File: src/rtl/seg_scanner_n_pkg.sv
// -----------------------------------------------------------------------------
// seg_scanner_n_pkg
// Shared types and helpers for the multiplexed 7-segment scanner.
//   seg_t      : one digit's segment pattern, bit7 = DP, 1 = lit
//   seg_drive  : maps a lit-high pattern onto the board's segment polarity
// -----------------------------------------------------------------------------
package seg_scanner_n_pkg;

    localparam int SEG_W = 8;

    typedef logic [SEG_W-1:0] seg_t;

    // Convert a lit-high pattern into pin levels for the given active level.
    function automatic seg_t seg_drive(input seg_t pat, input logic act);
        return act ? pat : ~pat;
    endfunction

endpackage

File: src/rtl/seg_scanner_n_clock_divider.sv
// -----------------------------------------------------------------------------
// seg_scanner_n_clock_divider
// Produces a one-cycle tick every DIV clock cycles. With DIV = 1 the tick is
// permanently high, so downstream counters advance on every clock.
// Ports:
//   Clock  in  system clock
//   Reset  in  asynchronous, active-low
//   tick   out one-cycle strobe, period DIV
// -----------------------------------------------------------------------------
module seg_scanner_n_clock_divider
    import seg_scanner_n_pkg::*;
#(
    parameter int DIV = 50000
) (
    input  logic Clock,
    input  logic Reset,
    output logic tick
);

    localparam int CW = (DIV > 1) ? $clog2(DIV) : 1;
    localparam logic [CW-1:0] CNT_MAX = CW'(DIV - 1);

    logic [CW-1:0] cnt_r;

    // Free-running modulo-DIV cycle counter.
    always_ff @(posedge Clock or negedge Reset) begin
        if (!Reset) begin
            cnt_r <= '0;
        end else if (cnt_r == CNT_MAX) begin
            cnt_r <= '0;
        end else begin
            cnt_r <= cnt_r + CW'(1);
        end
    end

    assign tick = (cnt_r == CNT_MAX);

endmodule

File: src/rtl/seg_scanner_n.sv
// -----------------------------------------------------------------------------
// seg_scanner_n
// Time-multiplexed driver for an NDIG-digit 7-segment + DP display. One digit
// is driven per slot of 2**BW ticks; the first BLANK ticks of a slot and every
// tick at or beyond 'bright' are dark. New digit data is captured into a shadow
// buffer and only copied into the displayed (active) buffer at a frame
// boundary, so a single frame never mixes old and new digits.
// Ports:
//   Clock       in   system clock
//   Reset       in   asynchronous, active-low
//   digits      in   8*NDIG segment patterns, digit k = digits[8k+7:8k]
//   load        in   1-cycle strobe, capture digits
//   enable      in   per-digit enable (slot kept, but dark when 0)
//   bright      in   end of lit window within a slot
//   SD          out  digit selects, registered, active level SD_ACT
//   SEG         out  segment lines, registered, active level SEG_ACT
//   frame_done  out  1-cycle pulse, first cycle of each new frame
//   pending     out  shadow holds data not yet displayed
// -----------------------------------------------------------------------------
module seg_scanner_n
    import seg_scanner_n_pkg::*;
#(
    parameter int   NDIG    = 4,
    parameter int   DIV     = 50000,
    parameter int   BW      = 4,
    parameter int   BLANK   = 1,
    parameter logic SD_ACT  = 1'b1,
    parameter logic SEG_ACT = 1'b1
) (
    input  logic                Clock,
    input  logic                Reset,
    input  logic [8*NDIG-1:0]   digits,
    input  logic                load,
    input  logic [NDIG-1:0]     enable,
    input  logic [BW-1:0]       bright,
    output logic [NDIG-1:0]     SD,
    output logic [SEG_W-1:0]    SEG,
    output logic                frame_done,
    output logic                pending
);

    localparam int            IDXW     = $clog2(NDIG);
    localparam logic [BW-1:0] PH_MAX   = '1;
    localparam logic [BW-1:0] BLANK_V  = BW'(BLANK);
    localparam logic [IDXW-1:0] IDX_MAX = IDXW'(NDIG - 1);

    logic                       tick_s;
    logic [BW-1:0]              phase_r;
    logic [IDXW-1:0]            idx_r;
    logic [NDIG-1:0][SEG_W-1:0] shadow_r;
    logic [NDIG-1:0][SEG_W-1:0] active_r;
    logic                       pending_r;
    logic [NDIG-1:0]            sd_r;
    seg_t                       seg_r;
    logic                       frame_done_r;

    logic                       phase_wrap_s;
    logic                       boundary_s;
    logic                       lit_s;
    logic [NDIG-1:0]            sd_onehot_s;
    logic [NDIG-1:0]            sd_nxt_s;
    seg_t                       seg_nxt_s;

    seg_scanner_n_clock_divider #(
        .DIV (DIV)
    ) u_div (
        .Clock (Clock),
        .Reset (Reset),
        .tick  (tick_s)
    );

    assign phase_wrap_s = tick_s && (phase_r == PH_MAX);
    // A frame ends when the last digit's last phase wraps.
    assign boundary_s   = phase_wrap_s && (idx_r == IDX_MAX);

    // Unsigned compare; phase PH_MAX can never be below a BW-bit 'bright',
    // so every slot ends with at least one dark tick.
    assign lit_s        = enable[idx_r] && (phase_r >= BLANK_V) && (phase_r < bright);
    assign sd_onehot_s  = NDIG'(1) << idx_r;

    // Phase and digit-index counters, advancing only on ticks.
    always_ff @(posedge Clock or negedge Reset) begin
        if (!Reset) begin
            phase_r <= '0;
            idx_r   <= '0;
        end else if (tick_s) begin
            phase_r <= phase_r + BW'(1);
            if (phase_r == PH_MAX) begin
                // NDIG need not be a power of two, so wrap explicitly.
                idx_r <= (idx_r == IDX_MAX) ? '0 : idx_r + IDXW'(1);
            end
        end
    end

    // Shadow/active double buffer with frame-synchronous hand-over.
    always_ff @(posedge Clock or negedge Reset) begin
        if (!Reset) begin
            shadow_r  <= '0;
            active_r  <= '0;
            pending_r <= 1'b0;
        end else if (boundary_s) begin
            // A load coinciding with the boundary goes straight to the display.
            if (load) begin
                active_r <= digits;
            end else if (pending_r) begin
                active_r <= shadow_r;
            end
            pending_r <= 1'b0;
        end else if (load) begin
            shadow_r  <= digits;
            pending_r <= 1'b1;
        end
    end

    // Next output levels for the current index/phase.
    always_comb begin
        sd_nxt_s  = {NDIG{~SD_ACT}};
        seg_nxt_s = {SEG_W{~SEG_ACT}};
        if (lit_s) begin
            sd_nxt_s  = SD_ACT ? sd_onehot_s : ~sd_onehot_s;
            seg_nxt_s = seg_drive(active_r[idx_r], SEG_ACT);
        end else begin
            sd_nxt_s  = {NDIG{~SD_ACT}};
            seg_nxt_s = {SEG_W{~SEG_ACT}};
        end
    end

    // Registered pin drivers and frame strobe.
    always_ff @(posedge Clock or negedge Reset) begin
        if (!Reset) begin
            sd_r         <= {NDIG{~SD_ACT}};
            seg_r        <= {SEG_W{~SEG_ACT}};
            frame_done_r <= 1'b0;
        end else begin
            sd_r         <= sd_nxt_s;
            seg_r        <= seg_nxt_s;
            frame_done_r <= boundary_s;
        end
    end

    assign SD         = sd_r;
    assign SEG        = seg_r;
    assign frame_done = frame_done_r;
    assign pending    = pending_r;

endmodule
File: config.mk
export PLATFORM = sky130hd
export DESIGN_NAME = seg_scanner_n
export DESIGN_NICKNAME = d
export VERILOG_FILES = /design/src/rtl/seg_scanner_n_pkg.sv /design/src/rtl/seg_scanner_n_clock_divider.sv /design/src/rtl/seg_scanner_n.sv
export SDC_FILE = /design/constraint.sdc
export NUM_CORES = 1
export LEC_CHECK = 0
export BUFFER_PORTS_ARGS = -buffer_cell sky130_fd_sc_hd__buf_4
export CORE_MARGIN = 4
export CORE_UTILIZATION = 52
export CTS_CLUSTER_SIZE = 24
export DETAILED_ROUTE_END_ITERATION = 6
export PLACE_DENSITY_LB_ADDON = 0.12
export SLEW_MARGIN = 10
export SYNTH_ARGS = -nofsm -noshare
export SYNTH_HDL_FRONTEND = slang
export SYNTH_HIERARCHICAL = 1
export SYNTH_SLANG_ARGS = --single-unit
File: constraint.sdc
create_clock -name Clock -period 2.2 [get_ports Clock]
set_input_delay 0.22 -clock Clock [delete_from_list [all_inputs] [get_ports Clock]]
set_output_delay 0.22 -clock Clock [all_outputs]
set_load 0.05 [all_outputs]
==> insert_results.sql <==
INSERT INTO impl_metrics (metric_group, metric, value, unit) VALUES
('run_status', 'outcome', 'finished, final reports clean', ''),
('floorplan', 'coreArea', '8760', 'µm²'),
('placement', 'io_buffers', '56', ''),
('finish', 'non_filler_instance_count_after_layout', '545', ''),
('setup_path', 'data_required_time_at_the_worst_endpoint', '2.45', 'ns'),
('logic_synthesis', 'syn_area', '4730', 'µm²'),
('placement', 'dp.final_hpwl', '6.66', 'mm'),
('floorplan', 'initial_utilization', '54.0', '%'),
('cts', 'clkSlewWorstSetupHoldPaths', '0.09', 'ns'),
('power_and_ir_drop', 'vdd_drop_max', '0.000501', 'V'),
('drt', 'mean_routed_wirelength_per_cell', '18.2', 'µm'),
('cts', 'worst_skew_pair_later_pin_latency', '0.37', 'ns'),
('global_routing', 'via_count_of_the_first_global_routing_pass', '3127', ''),
('setup_path', 'type_of_element_launching_the_critical_path', 'register', ''),
('min_path', 'holdCritPathClass', 'primary input to register', ''),
('floorplan', 'num_rows', '34', ''),
('sta', 'fmax', '472', 'MHz'),
('global_routing', 'global_route_wire_length_before_repair', '16.0', 'mm'),
('sta', 'tightestPinTransition', '0.420', 'ns'),
('drt', 'detailroute.wirelength.met3', '422', 'µm'),
('drt', 'maxUsedRoutingLayer', 'met4', ''),
('finish', 'flow.area_growth_from_synthesis', '18.5', '%'),
('drt', 'drc', '0', ''),
('sta', 'final_setup_violation_count', '0', ''),
('logic_synthesis', 'syn_inst', '371', ''),
('cts', 'cts-root-to-sink-buffers', '2', ''),
('finish', 'layout.filler_cells', '700', ''),
('placement', 'instance_count_after_placement_with_tap_cells_included', '526', ''),
('cts', 'cts_htree_levels', '3', ''),
('power_and_ir_drop', 'power_leakage', '2.62', 'nW'),
('finish', 'final_layout_size_suffix_gt1_share', '33.6', '%'),
('sta', 'final-max-slew-violation-count', '0', ''),
('floorplan', 'top_level_ports', '57', ''),
('setup_path', 'worstPathArrival', '2.37', 'ns'),
('drt', 'via_per_instance_ratio', '5.71', ''),
('logic_synthesis', 'number_of_distinct_library_cell_variants_in_the_gate_level_netlist_after_synthesis', '46', ''),
('global_routing', 'number_of_antenna_violations_at_the_first_check_in_global_routing', '0', ''),
('logic_synthesis', 'total_nets_after_synthesis', '425', ''),
('logic_synthesis', 'share_of_synthesized_area_occupied_by_flip_flops_and_latches', '52.9', '%'),
('setup_path', 'setup.worst_path.end_class', 'register', ''),
('finish', 'antenna_cells_inserted', '0', ''),
('drt', 'drt_first_iter_violations', '122', ''),
('cts', 'cts-buffers-inserted', '9', ''),
('sta', 'timing_hold_violations_final', '0', ''),
('finish', 'layout.nets', '486', ''),
('logic_synthesis', 'async_set_or_reset_register_ratio_after_synthesis', '100', '%'),
('cts', 'clk_root_buffer_cell', 'clkbuf_8', ''),
('sta', 'finalWorstSetupSlack', '0.0793', 'ns'),
('drt', 'num_vias', '3111', ''),
('sta', 'min_period_over_period', '96.4', '%'),
('global_routing', 'pin_count_of_the_biggest_net_entering_global_routing', '51', ''),
('logic_synthesis', 'ys_ff_latch', '100', ''),
('setup_path', 'critical_path_fanouts_max', '16', ''),
('drt', 'dr.pass1.iters', '4', ''),
('flow_run', 'cap_viol_max_count', '0', ''),
('power_and_ir_drop', 'power.density', '606', 'nW/µm²'),
('floorplan', 'die_h', '103', 'µm'),
('sta', 'rsz0062_at_grt', 'true', ''),
('drt', 'postRouteAntennaNets', '0', ''),
('sta', 'clock-skew-final', '0.0126', 'ns'),
('drt', 'met2WireLength', '4.89', 'mm'),
('floorplan', 'die_area', '10700', 'µm²'),
('drt', 'wl_met1', '4.53', 'mm'),
('sta', 'totalNegativeSetupSlack', '0', 'ns'),
('global_routing', 'grt-ovfl-total', '0', ''),
('cts', 'clock_tree_from_tritoncts', 'built', ''),
('placement', 'place_worst_setup_slack', '0.0191', 'ns'),
('logic_synthesis', 'synth_enable_flop_cells', '0', ''),
('finish', 'layout.cells.most_common', 'dfrtp_1', ''),
('power_and_ir_drop', 'totalPowerFinal', '0.00339', 'W'),
('floorplan', 'die-width', '103', 'µm'),
('cts', 'cts_num_sinks', '100', ''),
('placement', 'gpl.final_weighted_congestion', '0.824', ''),
('sta', 'maxSlewHeadroom', '71.9', '%'),
('global_routing', 'grt_util_all_layers', '19.6', '%'),
('finish', 'layout.core_utilization', '63.9', '%'),
('setup_path', 'critical_path_class', 'register to register', ''),
('logic_synthesis', 'postSynth.topFlopCell', 'dfrtp_1', ''),
('logic_synthesis', 'syn_avg_cell_area', '12.7', 'µm²'),
('finish', 'commonest_non_fill_non_tap_cells_in_the_layout', 'dfrtp_1, buf_4, a21oi_1, and3b_1, o2bb2ai_1', ''),
('drt', 'routed_wirelength', '9.92', 'mm'),
('sta', 'finalWorstPathRequiredPeriod', '2.12', 'ns'),
('logic_synthesis', 'yosys_warnings', '6', '');
==> registers in the layout, summed over array words and instances, names as in the netlist <==
| register | count |
|---|---|
| phase_r | 4 |
| frame_done | 1 |
| shadow_r | 32 |
| pending | 1 |
| active_r | 32 |
| u_div/cnt_r | 16 |
| SEG | 8 |
| SD | 4 |
| idx_r | 2 |
==> synthesized netlist by cell type (2+ instances only) <==
master	count	area share [%]
a21oi_1	30	3.2
and2_1	2	0.26
and3b_1	28	5.2
and4_1	5	0.93
buf_2	9	0.95
buf_4	5	0.79
buf_6	4	0.95
clkbuf_1	8	0.64
dfrtp_1	100	53
ha_1	11	2.9
inv_1	12	0.95
mux2_1	2	0.48
mux2_2	30	7.1
mux4_2	9	4.3
nand2_1	9	0.71
nand3_1	5	0.53
nand4_1	4	0.53
nand4b_1	4	0.74
nor2_1	10	0.79
nor3b_1	11	1.7
o21ai_0	3	0.32
o221a_2	4	0.95
o2bb2ai_1	28	5.2
o32a_1	3	0.64
xnor2_1	6	1.1
xor2_1	9	1.7
==> kinds of logic after synthesis <==
family,synth area share [%]
AO/OA/AOI/OAI,11.1
XOR/XNOR,2.78
adder cells (fa/ha/maj),2.91
buffers and inverters,4.37
flip-flops,52.9
multiplexers,12.1
AND/OR/NAND/NOR,13.8
==> metrics by stage <==
step / hold slack, ns / area (µm²)
global placement: 0.140 / 5310
global route: 0.0592 / 5600
finish: 0.0801 / 5600
detailed placement: 0.147 / 5310
floorplan: -0.0756 / 4730
CTS: 0.0657 / 5500
==> final timing paths <==
check	startpoint	end	slack [ns]	cells past startpoint
max	u_div/cnt_r[10]	shadow_r[2]	0.08	6
min	digits[6]	shadow_r[6]	0.08	2
max reg2reg	u_div/cnt_r[10]	shadow_r[2]	0.08	6
min reg2reg	u_div/cnt_r[0]	u_div/cnt_r[0]	0.49	1
max in group asynchronous	Reset	active_r[4]	1.22	3
min in group asynchronous	Reset	SD[1]	0.28	2
==> power breakdown <==
part           leakage, nW  switching (W)  internal [W]
combinational         1.25       0.000146      0.000195
clock               0.0920       0.000647      0.000441
sequential            1.27      0.0000432       0.00192
==> metal layers <==
metal,vias to the layer above,track usage [%]
li1,1491,-
met1,1551,27.3
met2,62,31.1
met3,7,4.96
met4,0,4.48
met5,-,0
==> area by class of cell <==
type / instances / area (µm²) / share of cell area (%)
Inverter: 12 / 45.0 / 0.804
Tap cell: 108 / 135 / 2.41
Sequential cell: 100 / 2500 / 44.7
Multi-Input combinational cell: 232 / 2090 / 37.3
Timing Repair Buffer: 77 / 652 / 11.6
Clock buffer: 10 / 138 / 2.46
Clock inverter: 6 / 40.0 / 0.715
==> worst max-delay path: stages (launching register included) <==
cell,delay (ns)
dfrtp_1,0.43
nor4bb_2,0.31
and4_4,0.29
nand4_4,0.15
o21ai_4,0.27
buf_12,0.20
mux2_2,0.34
==> timing repair <==
action | in CTS | in global routing
buffers inserted | 0 | 0
setup endpoints to repair | 19 | 65
endpoints found under the hold margin | 23 | 0
gates cloned | 0 | 2
resized for setup | 1 | 15
hold buffers | 1 | 0
Note: power is estimated with default switching activity, not from simulation.
